$ cat src/rtl/servo_pkg.sv
// Shared types and helpers for the servo ramp sequencer.
// Setpoints are 7-bit signed, range -63..+63.
package servo_pkg;

  typedef enum logic [1:0] {
    IDLE,
    STEP0,
    STEP1
  } state_e;

  localparam logic CH_FULLROT = 1'b0;
  localparam logic CH_NORMAL  = 1'b1;

  localparam int unsigned SIM_STEP_CYCLES = 16;

  function automatic logic signed [6:0] sp_encode(
    input logic       dir,
    input logic [5:0] mag
  );
    logic signed [6:0] m;
    m = $signed({1'b0, mag});
    // negating zero yields zero, so -0 never exists
    return dir ? m : -m;
  endfunction

  function automatic logic [5:0] sp_mag(
    input logic signed [6:0] v
  );
    return 6'(v[6] ? -v : v);
  endfunction

  function automatic logic sp_dir(
    input logic signed [6:0] v
  );
    return ~v[6];
  endfunction

endpackage

$ cat src/rtl/servo_step_timer.sv
// Free-running step counter, 0..PERIOD-1.
// tick is high for the single cycle the count sits at PERIOD-1.
module servo_step_timer #(
  parameter int unsigned PERIOD = 16
) (
  input  logic clk,
  input  logic reset_n,
  output logic tick
);

  localparam int W = (PERIOD > 1) ? $clog2(PERIOD) : 1;
  localparam logic [W-1:0] LAST = W'(PERIOD - 1);

  logic [W-1:0] cnt;

  always_ff @(posedge clk or negedge reset_n) begin
    if (!reset_n) begin
      cnt <= '0;
    end else if (cnt == LAST) begin
      cnt <= '0;
    end else begin
      cnt <= cnt + 1'b1;
    end
  end

  assign tick = (cnt == LAST);

endmodule

$ cat src/rtl/servo_ramp_sequencer.sv
// Two-channel setpoint ramp sequencer feeding servo_controller.
// Each step period slews channel 0 then channel 1 by one unit.
module servo_ramp_sequencer
  import servo_pkg::*;
#(
  parameter int unsigned STEP_CYCLES = 2_000_000,
  parameter int unsigned SIMULATE    = 0
) (
  input  logic       clk,
  input  logic       reset_n,
  input  logic       cmd_valid,
  output logic       cmd_ready,
  input  logic       cmd_servo,
  input  logic       cmd_dir,
  input  logic [5:0] cmd_target,
  input  logic       cmd_jump,
  output logic       direction,
  output logic [5:0] speed_angle,
  output logic       servo_select,
  output logic [1:0] at_target,
  output logic       busy
);

  localparam int unsigned P =
    (SIMULATE != 0) ? SIM_STEP_CYCLES : STEP_CYCLES;

  function automatic logic signed [6:0] slew(
    input logic signed [6:0] c,
    input logic signed [6:0] t
  );
    logic signed [6:0] r;
    r = c;
    unique case (1'b1)
      (c < t): r = c + 7'sd1;
      (c > t): r = c - 7'sd1;
      default: r = c;
    endcase
    return r;
  endfunction

  logic tick;

  servo_step_timer #(
    .PERIOD (P)
  ) u_timer (
    .clk     (clk),
    .reset_n (reset_n),
    .tick    (tick)
  );

  state_e            state_q, state_d;
  logic signed [6:0] cur_q [2];
  logic signed [6:0] cur_d [2];
  logic signed [6:0] tgt_q [2];
  logic signed [6:0] tgt_d [2];
  logic              act_q, act_d;
  logic              ready_q;
  logic              accept;
  logic signed [6:0] enc;

  assign cmd_ready = ready_q;
  assign accept    = cmd_valid & ready_q;
  assign enc       = sp_encode(cmd_dir, cmd_target);

  always_comb begin
    state_d = state_q;
    unique case (state_q)
      IDLE:    if (tick) state_d = STEP0;
      STEP0:   state_d = STEP1;
      STEP1:   state_d = IDLE;
      default: state_d = IDLE;
    endcase
  end

  // a same-cycle command overrides the step; non-jump keeps the old-target step
  always_comb begin
    cur_d = cur_q;
    tgt_d = tgt_q;
    act_d = act_q;
    if (state_q == STEP0) begin
      cur_d[CH_FULLROT] = slew(cur_q[CH_FULLROT], tgt_q[CH_FULLROT]);
    end
    if (state_q == STEP1) begin
      cur_d[CH_NORMAL] = slew(cur_q[CH_NORMAL], tgt_q[CH_NORMAL]);
    end
    if (accept) begin
      tgt_d[cmd_servo] = enc;
      act_d            = cmd_servo;
      if (cmd_jump) begin
        cur_d[cmd_servo] = enc;
      end
    end
  end

  always_ff @(posedge clk or negedge reset_n) begin
    if (!reset_n) begin
      state_q <= IDLE;
      cur_q   <= '{default: '0};
      tgt_q   <= '{default: '0};
      act_q   <= CH_FULLROT;
      ready_q <= 1'b0;
    end else begin
      state_q <= state_d;
      cur_q   <= cur_d;
      tgt_q   <= tgt_d;
      act_q   <= act_d;
      ready_q <= 1'b1;
    end
  end

  logic [1:0] match;

  assign match = {cur_q[1] == tgt_q[1], cur_q[0] == tgt_q[0]};

  always_ff @(posedge clk or negedge reset_n) begin
    if (!reset_n) begin
      direction    <= 1'b1;
      speed_angle  <= '0;
      servo_select <= CH_FULLROT;
      at_target    <= 2'b11;
      busy         <= 1'b0;
    end else begin
      direction    <= sp_dir(cur_q[act_q]);
      speed_angle  <= sp_mag(cur_q[act_q]);
      servo_select <= act_q;
      at_target    <= match;
      busy         <= ~&match;
    end
  end

endmodule

$ cat config.mk
export PLATFORM = sky130hd
export DESIGN_NAME = servo_ramp_sequencer
export DESIGN_NICKNAME = d
export VERILOG_FILES = /design/src/rtl/servo_pkg.sv /design/src/rtl/servo_step_timer.sv /design/src/rtl/servo_ramp_sequencer.sv
export SDC_FILE = /design/constraint.sdc
export NUM_CORES = 1
export LEC_CHECK = 0
export CAP_MARGIN = 25
export CORE_ASPECT_RATIO = 0.5
export CORE_MARGIN = 2
export CORE_UTILIZATION = 54
export DETAILED_ROUTE_END_ITERATION = 8
export GPL_TIMING_DRIVEN = 1
export HOLD_SLACK_MARGIN = 0.12
export PLACE_DENSITY_LB_ADDON = 0.05
export SYNTH_ARGS = -nofsm -noshare
export SYNTH_HDL_FRONTEND = slang
export SYNTH_SLANG_ARGS = --single-unit
$ cat constraint.sdc
create_clock -name clk -period 2.89 [get_ports clk]
set_input_delay 0.289 -clock clk [delete_from_list [all_inputs] [get_ports clk]]
set_output_delay 0.289 -clock clk [all_outputs]
set_load 0.005 [all_outputs]
# After elaboration in Yosys (flattened, before gate mapping)
# Cells that the tools add are included.
# word_totals
regBits	64
inputBits	12
output_inout_bits	12
word_cells	59
# op_classes
add_sub_neg	7
n_lt_le_gt_ge	7
eq_ne	6
n_mux	18
bitwise_logic	4
reduce_logical	4
# ops
operator	count
$mux 7	7
$bwmux 14	2
$mux 14	2
$pmux 7 s2	2
$add 21x1->21 const B	1
$eq 21x21->1 const B	1
$mux 21	1
$add 7x2->7 const B	2
$eq 7x7->1	2
$gt 7x7->1	2
$lt 7x7->1	2
$sub 7x2->7 const B	2
$demux 7 s1	1
$neg 6->7	1
$mux 6	1
$neg 6->6	1
$ge 2x2->1 const B	2
$not 1->2	2
$pmux 2 s2	1
$eq 2x1->1 const B	1
$eq 2x2->1 const B	1
$logic_not 2->1	1
$lt 2x1->1 const B	1
$mux 2	1
6 further kinds	6

# Logic depth before layout (Yosys ltp)
# depth
depth_word	8
depth_mapped	14
depth_no_buf	14

# Hierarchy
# Synthesis repeated with hierarchy kept, for this count alone.
# unflattened
cells_unflattened	398
hier_area_um2	3809.9
# modules_own_cells
mod	n_inst	cells_each	area_per_inst_um2	seq_area_each_um2
servo_ramp_sequencer	1	304	2798.9	1079.8
servo_step_timer	1	94	1011.0	525.5

# Worst setup path after synthesis
# Ideal clock, no wire load.
# synth_path
kind	register -> register
startpoint	register cur_q[4] (netlist name)
endpoint	register cur_q[6] (netlist name)
setup_ns	0.126
arrival_time_ns	2.987
t_required_ns	2.764
setup_slack_ns	-0.223
path_stages_with_launch	14
n_path_buf	0
synth_period_minus_slack_ns	3.113
cell_sequence	dfrtp_1 ha_1 a21oi_1 o211ai_1 o22ai_1 or2_2 inv_1 ha_1 and2b_1 o2111ai_1 nand3_1 nor3_1 mux2_2 a221o_1
# synth_lines
element	line_no	rtl
from (decl)	servo_ramp_sequencer.sv:52	logic signed [6:0] cur_q [2];
from (signal assigned)	servo_ramp_sequencer.sv:104	cur_q <= cur_d;

==> impl.org <==
** Run status
- Run status :: finished with violations
- Violations in the final reports :: negative setup slack

** Synth
- The synthesized design contains 0 enable-type register cells.
- Post-synthesis cell type with the largest combined area :: dfrtp_1
- Fraction of registers with async set/reset :: 100.0%
- Parity-gate share of the synthesized area counting xor and xnor cells :: 8.428%
- By area the synthesized netlist is led by dfrtp_1, ha_1, xnor2_1.
- Main flop type after synthesis :: dfrtp_1
- Mux share of post-synthesis cell area :: 4.916%
- Share of synthesized cell area in and, or, nand and nor gates :: 18.66%
- Area share of fa/ha/maj cells after synthesis :: 10.10%
- Counting every net in the synthesized netlist gives 432.
- The cell count after synthesis came out at 391.
- Share of the synthesized area in the top cell type :: 40.80%
- Post-synth design cell area :: 3741 um2
- Combinational family with the most area after synthesis :: simple AND/OR/NAND/NOR gates
- For this run, the number of Yosys warnings is 0.
- Number of different library cells in the post-synthesis netlist :: 53
- Seq/Total Area, Yosys :: 42.91%
- In this run, synthesis produced a sequential element count of 64.
- Average cell area after synthesis :: 9.568 um2
- Summing the areas of all compound-gate instances in the mapped netlist gives 10.84% of the synthesized area.

** STA
- Across all hold checks on the routed design, the worst slack comes to 0.4613 ns.
- RSZ-0062 raised after global routing :: yes
- The max-slew violation total from the final report came to 0.
- Once routing completed, OpenROAD measured the worst setup slack at -0.1735 ns.
- Slew HR :: 55.47%
- Derived from the worst setup path, the maximum achievable clock frequency is 0.3264 GHz.
- Final count of hold timing violations :: 0
- At the pin with the least slew margin, the transition time is 0.6680 ns.
- The final critical path takes up 106.0% of the cycle.
- Final count of negative-setup-slack endpoints :: 1
- Final critical delay including setup and external delays :: 3.064 ns
- The clock arrives with 0.004916 ns of skew.

** Floorplan
- During I/O placement, the number of pins put on the boundary was 24.
- Core box area :: 6700 um2
- Vertical die dimension :: 62.86 um
- Number of rows created at floorplan :: 21
- Once the floorplan was initialized, standard cells occupied 55.84% of the core.
- From left edge to right edge, the die measures 121.7 um.
- Overall die area :: 7650 um2

** Finish
- Area growth from synthesis to layout :: 29.70%
- Leading cell type in the layout, fill and taps excluded :: dfrtp_1
- After the last flow step, the layout net total stands at 497.
- Final instance area :: 4852 um2
- Ratio of cells with drive above 1 in the final layout :: 22.83%
- At the end of the flow the core is filled with cells to 72.42%.
- Commonest cells after routing, fill and taps aside :: dfrtp_1, nor2_1, buf_4, nand2_1, inv_1
- Counting the fill cells in the layout gives 477.
- Antenna cell count :: 0

** Critical path
- Cell chain of the critical path :: inv_1, ha_1, nand4_1, a21oi_2, o22ai_2, or2_4, inv_4, ha_4, and2b_1, o2111ai_2, nand3_2, nor3_2, mux2_4, a221o_1
- Critical Path Sink Type :: register
- Type of the worst setup path :: register to register
- On the critical path the largest part of the delay comes from simple AND/OR/NAND/NOR gates.
- For this run, the slowest stage of the critical path takes 0.35 ns.
- For flop-to-flop paths, the worst setup slack is -0.17 ns.
- In this run the critical register-to-register path is launched from tgt_q[5]$_DFFE_PN0P_.
- In this run the critical register-to-register path is captured at cur_q[6]$_DFF_PN0_.
- STA classifies the critical path startpoint as a register.
- Worst-path maximum fanout :: 3
- The critical path contains buffers and inverters numbering 2 combined.
- Worst Reg2Reg Path Length in Cells :: 14
- At the worst endpoint, the arrival time is 3.28 ns.
- STA puts the critical path data required time at 3.11 ns.
- Slowest-stage cell, CP :: dfrtp_1

** GRT
- Aggregate global routing overflow :: 0
- Overall fraction of global-route tracks in use :: 25.10%
- The number of global-route vias before repair is 3034.
- First-pass GRT wire length :: 14550 um
- Maximum number of pins on one net before global-route repair :: 37
- The initial antenna violation count is 0.

** Detailed routing
- Length of the first detailed-routing pass in iterations :: 4
- Dividing the detail-routed via count by the number of cells gives 5.589.
- DR vias :: 3085
- Antenna viol nets, final :: 0
- Wirelength per Cell :: 16.03 um
- The detailed router finished its first iteration with 225 violations.
- Routed WL :: 8848 um
- For this run, design rule violations remaining after detail routing come to 0.

** Pwr
- IR analysis of the VDD net gives a maximum drop of 0.5215 mV.
- After layout, the design draws a total of 4.464 mW.
- For this design the ratio of total power to cell area is 920.0 nW/um2.
- Leak :: 2.234 nW

** Place
- The placed instances occupy a cell area of 4342 um2.
- Count of buffers from port buffering :: 23
- Detailed placement ended at an HPWL of 6215 um.
- The congestion estimate from routability-driven global placement came to 0.8904.

** Worst hold path
- The worst hold path begins at state_q[0]$_DFFE_PN0P_.
- Along the worst hold path, the cell count comes to 1.
- HP Class :: register to register
- Sink of the worst hold path :: state_q[0]$_DFFE_PN0P_

** Job
- Number of max-cap violations :: 0

** Clock tree
- Cell at the root of the clock tree :: clkbuf_16
- Clk buf depth :: 2
- After clock tree synthesis, the clock-pin slew on the worst setup and hold paths is 0.05 ns.
- Clock sink total :: 64
- TritonCTS built the clock tree.
- The H-tree was split into 3 levels.
- Number of buffers inserted during clock tree synthesis :: 9
- The later pin in the worst-skew pair is clocked with a latency of 0.34 ns.
-- how the worst max path moves through the flow --
stage                                     from            endpoint  slack [ns]  depth (start not counted)
final                     tgt_q[5]$_DFFE_PN0P_  cur_q[6]$_DFF_PN0_       -0.17                         14
after global routing      tgt_q[5]$_DFFE_PN0P_  cur_q[6]$_DFF_PN0_       -0.27                         14
after CTS                 tgt_q[4]$_DFFE_PN0P_  cur_q[6]$_DFF_PN0_       -0.14                         14
after detailed placement    cur_q[6]$_DFF_PN0_  cur_q[6]$_DFF_PN0_       -0.21                         13
after global placement      cur_q[6]$_DFF_PN0_  cur_q[6]$_DFF_PN0_        -0.1                         13
after floorplan             cur_q[6]$_DFF_PN0_  cur_q[6]$_DFF_PN0_       -0.10                         13
-- per-stage QoR --
stage	setup TNS (ns)	worst slack (ns)	cells
4_1_cts	-0.1359	-0.1359	548
5_1_grt	-0.3721	-0.2672	552
6_report	-0.1735	-0.1735	552
2_1_floorplan	-0.1007	-0.1007	391
3_3_place_gp	-0.1474	-0.09982	530
3_5_place_dp	-0.3369	-0.2145	530
-- power breakdown --
group          switching (mW)  internal [mW]  leakage [nW]  total (mW)
combinational            1.12           1.22          1.33        2.34
sequential             0.0817           1.04         0.774        1.12
clock                   0.387          0.619         0.134        1.01
-- sequential cells by signal, indices dropped and copies added (netlist names) --
| name | count |
|---|---|
| busy | 1 |
| at_target | 2 |
| u_timer.cnt | 21 |
| servo_select | 1 |
| speed_angle | 6 |
| cmd_ready | 1 |
| tgt_q | 14 |
| act_q | 1 |
| direction | 1 |
| state_q | 2 |
| cur_q | 14 |
-- per-layer routing --
layer / GRT usage, % / part of all wire (%) / wire length [um]
met4: 7.471 / 1.6 / 143
met2: 40.10 / 48 / 4278
met3: 8.485 / 5.1 / 447
met1: 32.55 / 45 / 3979
met5: 0 / 0 / 0
-- synth_stat cells, types with 5 or more instances --
library cell  instances
nor3_1                5
a21oi_1              25
xnor2_1              23
dfrtp_1              61
nor2_1               42
o211ai_1              5
o21ai_0              17
mux2i_1              15
nand2_1              34
nand3_1              17
xor2_1               13
nand4_1               6
a31oi_1               5
inv_1                31
ha_1                 27
-- cells by family (layout without fill, tap and decap cells) --
family | Yosys count | in the layout
XOR/XNOR | 36 | 36
multiplexers | 18 | 18
buffers and inverters | 38 | 107
other | 1 | 1
AND/OR/NAND/NOR | 137 | 137
adder cells (fa/ha/maj) | 29 | 29
AO/OA/AOI/OAI | 68 | 68
flip-flops | 64 | 64
-- timing repair --
item | CTS | global route
buffers inserted | 2 | 4
hold buffers | 1 | 0
gates resized for setup | 7 | 25
hold endpoints to repair | 27 | 0
pin swaps | 4 | 16
endpoints found under the setup margin | 2 | 4
-- area by class of cell --
cell class,count,area (um2),share of cell area (%)
Multi-Input combinational cell,289,2207,45.49
Tap cell,92,115.1,2.372
Clock buffer,12,256.5,5.286
Sequential cell,64,1607,33.11
Clock inverter,3,17.52,0.3610
Inverter,31,123.9,2.553
Timing Repair Buffer,61,525.5,10.83
Power figures use the tool's default switching activity.
